File: config.mk
export PLATFORM = sky130hd
export DESIGN_NAME = matrix_scan_ctrl_flat
export DESIGN_NICKNAME = d
export VERILOG_FILES = /design/src/rtl/matrix_scan_if.sv /design/src/rtl/matrix_scan_ctrl.sv /design/src/flat_wrapper.sv
export SDC_FILE = /design/constraint.sdc
export NUM_CORES = 1
export LEC_CHECK = 0
export ABC_CLOCK_PERIOD_IN_PS = 7110
export BUFFER_PORTS_ARGS = -buffer_cell sky130_fd_sc_hd__buf_2
export CORE_MARGIN = 1.5
export CORE_UTILIZATION = 57
export CTS_CLUSTER_DIAMETER = 60
export DETAILED_ROUTE_END_ITERATION = 8
export PLACE_DENSITY = 0.92
export SYNTH_ARGS = -nofsm -noshare
export SYNTH_HDL_FRONTEND = slang
export SYNTH_SLANG_ARGS = --single-unit
File: constraint.sdc
create_clock -name CLK_50M -period 7.11 [get_ports CLK_50M]
set_clock_uncertainty 0.15 [all_clocks]
set_input_delay 0.3555 -clock CLK_50M [delete_from_list [all_inputs] [get_ports CLK_50M]]
set_output_delay 0.3555 -clock CLK_50M [all_outputs]
set_load 0.01 [all_outputs]
File: src/rtl/matrix_scan_if.sv
// Bundle between the game controller (master) and the matrix scan controller (slave):
// frame/brightness inputs in, column select and row drives out.
interface matrix_scan_if;
    logic        enable;
    logic [3:0]  brightness;
    logic [23:0] column_0;
    logic [23:0] column_1;
    logic [23:0] column_2;
    logic [23:0] column_3;
    logic [3:0]  col_sel_n;
    logic [7:0]  row_r;
    logic [7:0]  row_g;
    logic [7:0]  row_b;
    logic        frame_start;

    modport master (
        output enable, brightness, column_0, column_1, column_2, column_3,
        input  col_sel_n, row_r, row_g, row_b, frame_start
    );

    modport slave (
        input  enable, brightness, column_0, column_1, column_2, column_3,
        output col_sel_n, row_r, row_g, row_b, frame_start
    );
endinterface

File: src/rtl/matrix_scan_ctrl.sv
// Time-multiplexed 4-column x 8-row RGB matrix scanner: per-frame snapshot,
// blanking gap before each column and 16-slot brightness PWM within each dwell.
module matrix_scan_ctrl #(
    parameter int unsigned DWELL_CYCLES = 12500,
    parameter int unsigned BLANK_CYCLES = 250
) (
    input  logic           CLK_50M,
    input  logic           RST_N,
    matrix_scan_if.slave   bus
);

    localparam int unsigned SLOT_LEN = DWELL_CYCLES / 16;
    localparam int unsigned CNT_MAX  = (DWELL_CYCLES > BLANK_CYCLES) ? DWELL_CYCLES : BLANK_CYCLES;
    localparam int unsigned CNT_W    = $clog2(CNT_MAX);
    localparam int unsigned SCNT_W   = $clog2(SLOT_LEN + 1);

    typedef enum logic [1:0] {ST_IDLE, ST_LOAD, ST_BLANK, ST_DRIVE} state_t;

    state_t              state_q, state_d;
    logic [1:0]          col_idx_q, col_idx_d;
    logic [CNT_W-1:0]    cnt_q, cnt_d;
    logic [SCNT_W-1:0]   slot_cyc_q, slot_cyc_d;
    logic [3:0]          slot_q, slot_d;
    logic [3:0]          bright_q, bright_d;
    logic [3:0][23:0]    shadow_q, shadow_d;
    logic [3:0]          col_sel_n_q, col_sel_n_d;
    logic [7:0]          row_r_q, row_r_d;
    logic [7:0]          row_g_q, row_g_d;
    logic [7:0]          row_b_q, row_b_d;
    logic                frame_start_q, frame_start_d;
    logic [0:7][2:0]     drive_cell;

    always_ff @(posedge CLK_50M or negedge RST_N) begin
        if (!RST_N) begin
            state_q       <= ST_IDLE;
            col_idx_q     <= '0;
            cnt_q         <= '0;
            slot_cyc_q    <= '0;
            slot_q        <= '0;
            bright_q      <= '0;
            shadow_q      <= '0;
            col_sel_n_q   <= 4'hF;
            row_r_q       <= '0;
            row_g_q       <= '0;
            row_b_q       <= '0;
            frame_start_q <= 1'b0;
        end else begin
            state_q       <= state_d;
            col_idx_q     <= col_idx_d;
            cnt_q         <= cnt_d;
            slot_cyc_q    <= slot_cyc_d;
            slot_q        <= slot_d;
            bright_q      <= bright_d;
            shadow_q      <= shadow_d;
            col_sel_n_q   <= col_sel_n_d;
            row_r_q       <= row_r_d;
            row_g_q       <= row_g_d;
            row_b_q       <= row_b_d;
            frame_start_q <= frame_start_d;
        end
    end

    // Sequencing: IDLE -> LOAD -> BLANK -> DRIVE -> LOAD ...; enable low wins everywhere.
    always_comb begin
        state_d    = state_q;
        col_idx_d  = col_idx_q;
        cnt_d      = cnt_q;
        slot_cyc_d = slot_cyc_q;
        slot_d     = slot_q;
        bright_d   = bright_q;
        shadow_d   = shadow_q;

        if (!bus.enable) begin
            state_d    = ST_IDLE;
            col_idx_d  = '0;
            cnt_d      = '0;
            slot_cyc_d = '0;
            slot_d     = '0;
        end else begin
            unique case (state_q)
                ST_IDLE: begin
                    state_d   = ST_LOAD;
                    col_idx_d = '0;
                    cnt_d     = '0;
                end
                ST_LOAD: begin
                    bright_d = bus.brightness;
                    if (col_idx_q == 2'd0) begin
                        shadow_d[0] = bus.column_0;
                        shadow_d[1] = bus.column_1;
                        shadow_d[2] = bus.column_2;
                        shadow_d[3] = bus.column_3;
                    end
                    state_d = ST_BLANK;
                    cnt_d   = '0;
                end
                ST_BLANK: begin
                    if (cnt_q == CNT_W'(BLANK_CYCLES - 1)) begin
                        state_d    = ST_DRIVE;
                        cnt_d      = '0;
                        slot_cyc_d = '0;
                        slot_d     = '0;
                    end else begin
                        cnt_d = cnt_q + CNT_W'(1);
                    end
                end
                ST_DRIVE: begin
                    if (cnt_q == CNT_W'(DWELL_CYCLES - 1)) begin
                        state_d   = ST_LOAD;
                        col_idx_d = col_idx_q + 2'd1;
                        cnt_d     = '0;
                    end else begin
                        cnt_d = cnt_q + CNT_W'(1);
                        // Slot 15 absorbs any remainder when the dwell is not an exact multiple of 16.
                        if (slot_cyc_q == SCNT_W'(SLOT_LEN - 1)) begin
                            slot_cyc_d = '0;
                            if (slot_q != 4'd15) begin
                                slot_d = slot_q + 4'd1;
                            end
                        end else begin
                            slot_cyc_d = slot_cyc_q + SCNT_W'(1);
                        end
                    end
                end
                default: state_d = ST_IDLE;
            endcase
        end
    end

    // Outputs are decoded from the next state so the registered pins line up with the state.
    always_comb begin
        col_sel_n_d   = 4'hF;
        row_r_d       = '0;
        row_g_d       = '0;
        row_b_d       = '0;
        frame_start_d = (state_d == ST_LOAD) && (col_idx_d == 2'd0);
        drive_cell    = shadow_d[col_idx_d];

        if (state_d == ST_DRIVE) begin
            col_sel_n_d = ~(4'b0001 << col_idx_d);
            if (slot_d <= bright_d) begin
                for (int n = 0; n < 8; n++) begin
                    row_r_d[3'(n)] = drive_cell[3'(n)][2];
                    row_g_d[3'(n)] = drive_cell[3'(n)][1];
                    row_b_d[3'(n)] = drive_cell[3'(n)][0];
                end
            end
        end
    end

    assign bus.col_sel_n   = col_sel_n_q;
    assign bus.row_r       = row_r_q;
    assign bus.row_g       = row_g_q;
    assign bus.row_b       = row_b_q;
    assign bus.frame_start = frame_start_q;

endmodule
File: src/flat_wrapper.sv
// flat-port wrapper written by rule: the top's interface ports become plain ports
module matrix_scan_ctrl_flat 
#(
    parameter int unsigned DWELL_CYCLES = 12500,
    parameter int unsigned BLANK_CYCLES = 250
)
  (CLK_50M, RST_N, bus_enable, bus_brightness, bus_column_0, bus_column_1, bus_column_2, bus_column_3, bus_col_sel_n, bus_row_r, bus_row_g, bus_row_b, bus_frame_start);
  matrix_scan_if bus_i ();
  input  logic CLK_50M;
  input  logic RST_N;
  input wire logic [$bits(bus_i.enable)-1:0] bus_enable;
  input wire logic [$bits(bus_i.brightness)-1:0] bus_brightness;
  input wire logic [$bits(bus_i.column_0)-1:0] bus_column_0;
  input wire logic [$bits(bus_i.column_1)-1:0] bus_column_1;
  input wire logic [$bits(bus_i.column_2)-1:0] bus_column_2;
  input wire logic [$bits(bus_i.column_3)-1:0] bus_column_3;
  output wire logic [$bits(bus_i.col_sel_n)-1:0] bus_col_sel_n;
  output wire logic [$bits(bus_i.row_r)-1:0] bus_row_r;
  output wire logic [$bits(bus_i.row_g)-1:0] bus_row_g;
  output wire logic [$bits(bus_i.row_b)-1:0] bus_row_b;
  output wire logic [$bits(bus_i.frame_start)-1:0] bus_frame_start;
  assign bus_i.enable = bus_enable;
  assign bus_i.brightness = bus_brightness;
  assign bus_i.column_0 = bus_column_0;
  assign bus_i.column_1 = bus_column_1;
  assign bus_i.column_2 = bus_column_2;
  assign bus_i.column_3 = bus_column_3;
  assign bus_col_sel_n = bus_i.col_sel_n;
  assign bus_row_r = bus_i.row_r;
  assign bus_row_g = bus_i.row_g;
  assign bus_row_b = bus_i.row_b;
  assign bus_frame_start = bus_i.frame_start;
  matrix_scan_ctrl #(.DWELL_CYCLES(DWELL_CYCLES), .BLANK_CYCLES(BLANK_CYCLES)) u_core (.CLK_50M(CLK_50M), .RST_N(RST_N), .bus(bus_i));
endmodule
* Word-level counts from Yosys, hierarchy flattened
Cells that the tools add are included.
Storage, ports and cells: register bits 149, output and inout port bits 29, logic and storage cells 77, input port bits 103
Cells by class: reduce and logical (&&, ||, !) cells 6, magnitude comparators 2, multiplexer cells 36, add/sub/neg operators 4, shifts and indexed selects 1, eq/ne operators 12, bitwise gates (word level) 1
Operators by type and width (number):
- $mux 96 | 3
- $mux 4 | 14
- $bmux 24 s2 | 1
- $mux 14 | 3
- $pmux 14 s3 | 1
- $mux 10 | 4
- $mux 24 | 1
- $pmux 10 s2 | 1
- $add 14x1->14 const B | 1
- $eq 14x14->1 const B | 1
- $eq 14x8->1 const B | 1
- $add 10x1->10 const B | 1
- $eq 10x10->1 const B | 1
- $mux 2 | 5
- $pmux 2 s4 | 1
- $pmux 4 s2 | 1
- $eq 2x2->1 const B | 3
- $logic_not 2->1 | 3
- $add 4x1->4 const B | 1
- $eq 2x1->1 const B | 2
- $le 4x4->1 | 1
- $ne 4x4->1 const B | 1
- $not 4->4 | 1
- $pmux 2 s2 | 1
- 9 further kinds | 9

* Longest topological paths before layout
Gate-level depths: netlist of run 1.
depth in word-level cells 9, gate-level depth with buffers 16, gate-level depth less buffers 15

* Least setup slack after synthesis of run 1
Ideal clock, no wire load.
path kind flip-flop to flip-flop, start register u_core.cnt_q[2], end register u_core.row_b_q[0] (netlist: u_core.bus.row_b[0]), stages on the path, launching flop included 15, arrival time 3145 ps, path buffers 1, data required time 6881 ps, period minus slack after synthesis 3374 ps, slack 3736 ps, cell sequence dfrtp_1 > or4_4 > nor4_4 > a311o_1 > a21o_1 > a32oi_1 > nor2_1 > ha_1 > nor2b_1 > o21a_1 > o21a_1 > o21ai_0 > nand3_1 > buf_1 > a21oi_1
On the way: elaborated cells between the ends (all ways) 19
RTL lines:
- from (decl) | RTL line matrix_scan_ctrl.sv:21 | logic [CNT_W-1:0] cnt_q, cnt_d;
- from (signal assigned) | RTL line matrix_scan_ctrl.sv:50 | cnt_q <= cnt_d;
- $eq 14x14->1 or $eq 14x8->1 (tied branches) | RTL line matrix_scan_ctrl.sv:108, matrix_scan_ctrl.sv:98
- $mux 4, on equally long branches | RTL line matrix_scan_ctrl.sv:108, matrix_scan_ctrl.sv:98
- $pmux 4 s2 * | RTL line matrix_scan_ctrl.sv:80 | unique case (state_q)
- $mux 4 * | RTL line matrix_scan_ctrl.sv:73 | if (!bus.enable) begin
- named net u_core.slot_d[1] | RTL line matrix_scan_ctrl.sv:23 | logic [3:0] slot_q, slot_d;
- $le 4x4->1 * | RTL line matrix_scan_ctrl.sv:141 | if (slot_d <= bright_d) begin
- $mux 4 * | RTL line matrix_scan_ctrl.sv:141
- $mux 4 * | RTL line matrix_scan_ctrl.sv:139 | if (state_d == ST_DRIVE) begin
- named net u_core.row_b_d[0] | RTL line matrix_scan_ctrl.sv:29 | logic [7:0] row_b_q, row_b_d;
- to (signal assigned) | RTL line matrix_scan_ctrl.sv:58 | row_b_q <= row_b_d;
- to (decl) | RTL line matrix_scan_ctrl.sv:29
Mark *: on every way through the listed nets, which the timed path passes. The rest lies on a longest branch. The select of a mux whose other input is x is not followed. A chain may end at the register's enable or synchronous reset.

* Worst setup path after layout of run 1
Same ends and word-level chain as after synthesis.

==> run metrics, run 1 <==
status=finished, final reports clean; setup violators final=0; cell internal pwr=1030 µW; first-pass GRT wire length=around 18000 µm; Logic pwr share=24.9%; grt peak-use layer=met2; peak supply drop=~0.17 mV; hold path cells=2; die height=just under 100 µm; Initial Utilization=around three fifths; IO Port Bufs=a little over 70; core area=0.00830 mm²; Final Hold Vio Count=0; Critical Path Max Stage Delay=about 600 ps; CTS tree=yes; Reg area=around 0.0025 mm²; Final Cycle Share=about three fifths; Initial DRC Count=about 220; Nets=approximately 640; largest net degree at the start of global routing=75; Hold Crit Class=in -> reg; GR Layer Usage met1=33.8%; Period minus WS final=around 4200 ps; post-CTS sizing=0; Ant. Diodes=0; CP most frequent cell=o21a_1; Post-synth top flop=dfrtp_1; wire per inst=between 15 and 20 µm; post-synth cell types=between 50 and 60; DRC Markers=0; CP arrival=4310 ps; DP Wirelength=~7600 µm; RSZ-0062 raised after global routing=no; gr usage total=about 26%; Crit. End Element=register; Mapped Avg Cell Area=10.8 µm²; post-synthesis compound-gate area fraction=~11%; Clock Power Share=a little under a quarter; Synth Area in XOR/XNOR=roughly 2.1%; FF+latch count, synth=a little over 100; initial antenna violation count=0; routed wire length=between 10000 and 15000 µm; post-CTS setup buffer count=0; Post-synth EDFFs=0; Final WS setup=2900 ps; IO Pins=between 100 and 150; setup TNS=0 ps; worst r2r path cells=13; layout cell share with drive strength beyond 1=about 30%; Routed Antenna Nets=0; area of the multi-input gates=0.00221 mm²; post-synthesis simple-gate area fraction=~15%; GR Util met2=about two fifths; Pwr Density=268 mW/mm²; mux share of post-synthesis cell area=between 10% and 20%; Yosys warnings=0; placed inst area=0.00532 mm²; Max Freq=0.238 GHz; # rows=33; Global Route met3 Usage=approximately 5.5%; slowest library cell on the worst path=or4_4; CTS Sinks=101; via density per instance=5.92; fillers=570; area growth from synthesis to layout=11.5%; largest family of logic cells by synthesized area=simple AND/OR/NAND/NOR gates; CP startpoint kind=register; Pins Over Slew Limit=0; Num CTS Buffers=9; Die ar.=0.00924 mm²; GRT overflow=0; crit path cell chain=or4_4 > nor4_4 > a311o_1 > a21o_1 > a32oi_1 > nor2_1 > ha_1 > nor2b_1 > o21a_1 > o21a_1 > o21ai_0 > nand3_1 > a21oi_1; Post-Synthesis Cells=456; H-tree lvl count=3; CP Data Required Time=~7200 ps; Clock Path Buffers=2; sw power=443 µW; Crit Path Max Fanout=12; Crit Path Category=reg -> reg; P_leak=about 0.0025 µW; Pre-Repair DR Iteration Count=5; max_cap viols=0; Clock transition at path regs=~110 ps; design area=roughly 0.0055 mm²; CP delay by family, top=simple AND/OR/NAND/NOR gates; Crit path depth=13; clk root buf=clkbuf_8; clk_lat worst skew=370 ps; cts hold-fix bufs=1; vias in the first global route=between 3000 and 4000; routability congestion estimate=around 0.83; Die W=approximately 96 µm; Flop pwr share=51.9%; register area share after synthesis=~51%; Vias=about 3700; Post-Syn Area=between 0.004 and 0.005 mm²; pre-CTS setup slack=around 3000 ps; Async SR Flop Fraction=100%; Worst-Margin Slew=between 1000 and 1500 ps; Post-Synth Adder-Cell Area=3.55%; CP Buf/Inv Count=0; slew margin rel.=~18%; Sw Share=between 30% and 40%
==> path summary, 6_finish.rpt <==
check | from | end | slack (ps)
worst max register to register | u_core.cnt_q[2] | u_core.bus.row_b[0] | 2900
min in group asynchronous | RST_N | u_core.shadow_q[40] | 280
max in group asynchronous | RST_N | u_core.shadow_q[37] | 5300
worst max-delay path | u_core.cnt_q[2] | u_core.bus.row_b[0] | 2900
worst min register to register | u_core.slot_cyc_q[9] | u_core.slot_cyc_q[9] | 350
worst min-delay path | bus_column_1[22] | u_core.shadow_q[46] | 70
==> registers in the layout, summed over array words and instances, names as in the netlist <==
name,cells
u_core.shadow_q,48
u_core.cnt_q,14
u_core.slot_cyc_q,10
u_core.bright_q,4
u_core.bus.col_sel_n,4
u_core.bus.row_b,4
u_core.bus.row_g,4
u_core.bus.row_r,4
u_core.slot_q,4
u_core.col_idx_q,2
u_core.state_q,2
u_core.bus.frame_start,1
==> Yosys cell counts, types with 2 or more instances <==
library cell / count / area (µm²)
a21o_1: 3 / 22.5
a21oi_1: 27 / 135
a21oi_2: 3 / 26.3
a31oi_1: 2 / 12.5
and2_1: 4 / 25.0
and3_1: 9 / 56.3
buf_1: 2 / 7.51
buf_2: 3 / 15.0
buf_4: 12 / 90.1
clkbuf_1: 16 / 60.1
dfrtp_1: 97 / 2430
dfstp_2: 4 / 105
ha_1: 14 / 175
inv_1: 14 / 52.6
mux2_2: 49 / 552
mux2i_1: 5 / 50.1
nand2_1: 10 / 37.5
nand2b_1: 5 / 31.3
nand3_1: 18 / 90.1
nand4_1: 5 / 31.3
nor2_1: 38 / 143
nor2b_1: 4 / 25.0
nor3_1: 17 / 85.1
nor3b_1: 3 / 22.5
o211ai_1: 12 / 90.1
o21a_1: 3 / 22.5
o21ai_0: 24 / 120
o21ai_1: 4 / 20.0
o31ai_1: 5 / 37.5
or3_1: 9 / 56.3
or3_4: 3 / 33.8
xnor2_1: 4 / 35.0
xor2_1: 8 / 70.1
==> kinds of logic after synthesis <==
logic type / count (synthesis)
XOR/XNOR: 12
flip-flops: 101
AND/OR/NAND/NOR: 134
AO/OA/AOI/OAI: 90
buffers and inverters: 50
other: 1
multiplexers: 54
adder cells (fa/ha/maj): 14
==> cells in the final DEF (no fill, tap or decap), types with 3 or more instances in the layout <==
cell      Yosys  routed
and2_1        4       4
dfstp_2       4       4
o211ai_1     12      12
or3_1         9       9
nand4_1       5       5
ha_1         14      14
or3_4         3       3
mux2i_1       5       5
nand2b_1      5       5
o31ai_1       5       5
clkbuf_8      0       9
inv_1        14      14
buf_2         3      70
o21a_1        3       3
buf_4        12       4
a21oi_1      27      27
xor2_1        8       8
xnor2_1       4       4
mux2_2       49      49
nor3b_1       3       3
o21ai_0      24      24
nand2_1      10      10
a21oi_2       3       3
nor2_1       38      38
conb_1        1      12
and3_1        9       9
clkinv_4      0       3
dfrtp_1      97      97
a21o_1        3       3
nand3_1      18      17
o21ai_1       4       4
nor3_1       17      17
nor2b_1       4       4
==> metrics by stage <==
step	total power [µW]	hold WS, ps	std cells	utilization [%]
after floorplan	1030	-90.1	467	-
after global placement	1110	143	612	64.0
after detailed placement	1140	150	612	64.0
after CTS	1480	64.6	629	66.4
after global routing	1550	64.3	629	66.4
final	1480	71.9	629	66.4
==> area by class of cell <==
type	instances	share of cell area [%]
timing repair buffer	75	7.08
clock inverter	6	1.07
multi-input combinational	316	40.1
sequential	101	45.9
tap	105	2.38
inverter	16	1.09
clock buffer	10	2.32
==> routing by layer <==
layer  up-vias  share of wire [%]
met5         -                  0
met4         0                2.4
met3        23                5.7
met2       142                 50
met1      1847                 41
li1       1713                  -
==> power groups by stage <==
stage	registers, µW	logic (µW)	clock network [µW]
6_report	765	368	343
2_1_floorplan	764	267	0
5_1_grt	777	408	367
3_5_place_dp	777	364	0
4_1_cts	765	367	345
3_3_place_gp	765	341	0
Note: power is estimated with default switching activity, not from simulation.
==> run 2: changes to the inputs <==
--- a/config.mk
+++ b/config.mk
@@ -5,13 +5,13 @@
 export SDC_FILE = /design/constraint.sdc
 export NUM_CORES = 1
 export LEC_CHECK = 0
-export ABC_CLOCK_PERIOD_IN_PS = 7110
+export ABC_CLOCK_PERIOD_IN_PS = 4000
 export BUFFER_PORTS_ARGS = -buffer_cell sky130_fd_sc_hd__buf_2
 export CORE_MARGIN = 1.5
-export CORE_UTILIZATION = 57
+export CORE_UTILIZATION = 53
 export CTS_CLUSTER_DIAMETER = 60
 export DETAILED_ROUTE_END_ITERATION = 8
-export PLACE_DENSITY = 0.92
+export PLACE_DENSITY = 0.86
 export SYNTH_ARGS = -nofsm -noshare
 export SYNTH_HDL_FRONTEND = slang
 export SYNTH_SLANG_ARGS = --single-unit
==> constraint.sdc (replaced) <==
create_clock -name CLK_50M -period 4 [get_ports CLK_50M]
set_clock_uncertainty 0.15 [all_clocks]
set_input_delay 0.2 -clock CLK_50M [delete_from_list [all_inputs] [get_ports CLK_50M]]
set_output_delay 0.2 -clock CLK_50M [all_outputs]
set_load 0.01 [all_outputs]
==> run 2 against run 1 <==
Worst hold slack worse by 23 ps. Die area up 7.3%. Non-clock buffer count up 60. Register-to-register slack worse by 2700 ps. Cell area up 11%.
==> run metrics, run 2 (synthesis results as in run 1) <==
Worst-Margin Slew=between 800 and 900 ps; DP Cell Count=roughly 630; Ant. Diodes=0; clk root buf=clkbuf_8; max_cap viols=0; CP Data Required Time=just over 4000 ps; Clock transition at path regs=110 ps; CP startpoint kind=register; slew margin rel.=44.6%; Pre-Repair DR Iteration Count=5; Initial DRC Count=between 300 and 400; GRT overflow=0; Largest Register=u_core.shadow_q; clk_lat worst skew=370 ps; Nets=around 700; Die W=between 90 and 100 µm; Final Hold Vio Count=0; Max Freq=~0.26 GHz; layout cell share with drive strength beyond 1=27.9%; Pwr Density=around 440 mW/mm²; first-pass GRT wire length=19900 µm; commonest cells after routing, fill and taps aside=dfrtp_1, buf_2, dlygate4sd3_1; # rows=35; H-tree lvl count=3; leading cell type in the layout, fill and taps excluded=dfrtp_1; vias in the first global route=between 4000 and 5000; Routed Antenna Nets=0; peak supply drop=~0.30 mV; CTS tree=yes; Crit Path Max Fanout=12; Vias=slightly above 4000; CP arrival=between 3000 and 4000 ps; Critical Path Max Stage Delay=about 630 ps; Period minus WS final=~3800 ps; status=finished, final reports clean; max FFs per register=48; fillers=604; P_leak=0.00276 µW; routed wire length=about 12000 µm; via density per instance=5.82; gr usage total=between 20% and 30%; die height=99.6 µm; Hold Crit Class=in -> reg; Clock Path Buffers=2; top flop regs=u_core.shadow_q: 48 flops, u_core.cnt_q: 14 flops, u_core.slot_cyc_q: 10 flops; IO Pins=around 130; slowest library cell on the worst path=or4b_2; Num CTS Buffers=9; CTS Sinks=~100; Crit Path Category=reg -> reg; routability congestion estimate=between 0.8 and 0.9; Final Cycle Share=between 90% and 100%; RSZ-0062 raised after global routing=no; setup TNS=0 ps; largest net degree at the start of global routing=between 60 and 70; Pins Over Slew Limit=0; Die ar.=just under 0.01 mm²; setup violators final=0; Crit. End Element=register; core area=0.00915 mm²; post-CTS setup buffer count=0; Non-Filler Instances=between 600 and 700; wire per inst=between 15 and 20 µm; area growth from synthesis to layout=23.3%; DRC Markers=0; Initial Utilization=~54%; initial antenna violation count=0; DP Wirelength=between 7000 and 8000 µm; crit path cell chain=inv_1 > ha_1 > and4b_1 > nand4_1 > or2_2 > or4b_2 > a21oi_1 > nor3_1 > ha_1 > o21a_1 > o21ai_1 > nand3_1 > buf_4 > a21oi_1; IO Port Bufs=71
-- run 2: cell count changes in the layout (fill, tap and decap cells not counted) --
| cell | change |
|---|---|
| o21ai_1 | +1 |
| o21ai_0 | -1 |
| dlygate4sd3_1 | +52 |
| clkinv_8 | -1 |
| buf_4 | +8 |
| clkinv_4 | -1 |
| inv_8 | +1 |
| inv_6 | +1 |
-- run 2: report_power, final --
| part | switching [µW] | internal (µW) |
|---|---|---|
| clock | 370 | 238 |
| combinational | 359 | 351 |
| sequential | 86.5 | 1280 |
-- run 2: metrics by stage --
stage / cell area (µm²) / hold WS (ps) / setup slack [ps] / total power, µW / util, %
final: 6090 / 48.9 / 203 / 2690 / 66.6
after global routing: 6090 / 54.9 / 4.77 / 2810 / 66.6
after CTS: 6090 / 35.6 / 261 / 2670 / 66.6
after detailed placement: 5380 / 203 / 279 / 2020 / 58.8
after global placement: 5380 / 184 / 414 / 1970 / 58.8
after floorplan: 4980 / -246 / 626 / 1830 / -
-- run 2: timing repair --
item	in CTS	in global routing
setup endpoints to repair	0	2
hold buffers	53	0
resized for setup	0	1
hold endpoints to repair	113	0
-- run 2: area by class of cell --
class | instances | area, µm² | share of cell area, %
Timing Repair Buffer | 135 | 971 | 15.9
Inverter | 16 | 60.1 | 0.985
Clock inverter | 6 | 53.8 | 0.883
Tap cell | 111 | 139 | 2.28
Multi-Input combinational cell | 316 | 2210 | 36.3
Clock buffer | 10 | 128 | 2.09
Sequential cell | 101 | 2530 | 41.6
-- run 2: critical path, delay by kind of cell, from the launching register on --
kind            cells  cell delay [ps]
fa+ha+maj           2              450
buf+inv             2              330
flops               1              450
compound gates      4              760
simple gates        6             1560
-- run 2: worst paths after layout --
path | slack (ps) | to | depth (start not counted) | startpoint
max | 200 | u_core.bus.row_g[1] | 14 | u_core.slot_cyc_q[0]
min | 50 | u_core.slot_q[0] | 2 | bus_enable
max reg2reg | 200 | u_core.bus.row_g[1] | 14 | u_core.slot_cyc_q[0]
min reg2reg | 340 | u_core.slot_cyc_q[9] | 1 | u_core.slot_cyc_q[9]
max in group asynchronous | 2400 | u_core.cnt_q[4] | 3 | RST_N
min in group asynchronous | 320 | u_core.shadow_q[46] | 2 | RST_N
-- run 2: layer usage --
layer / up-vias / share of wire [%] / GRT usage (%)
li1: 1827 / - / -
met1: 2006 / 40 / 32.4
met2: 176 / 50 / 41.8
met3: 39 / 5.4 / 4.43
met4: 0 / 4.6 / 15.1
met5: - / 0 / 0
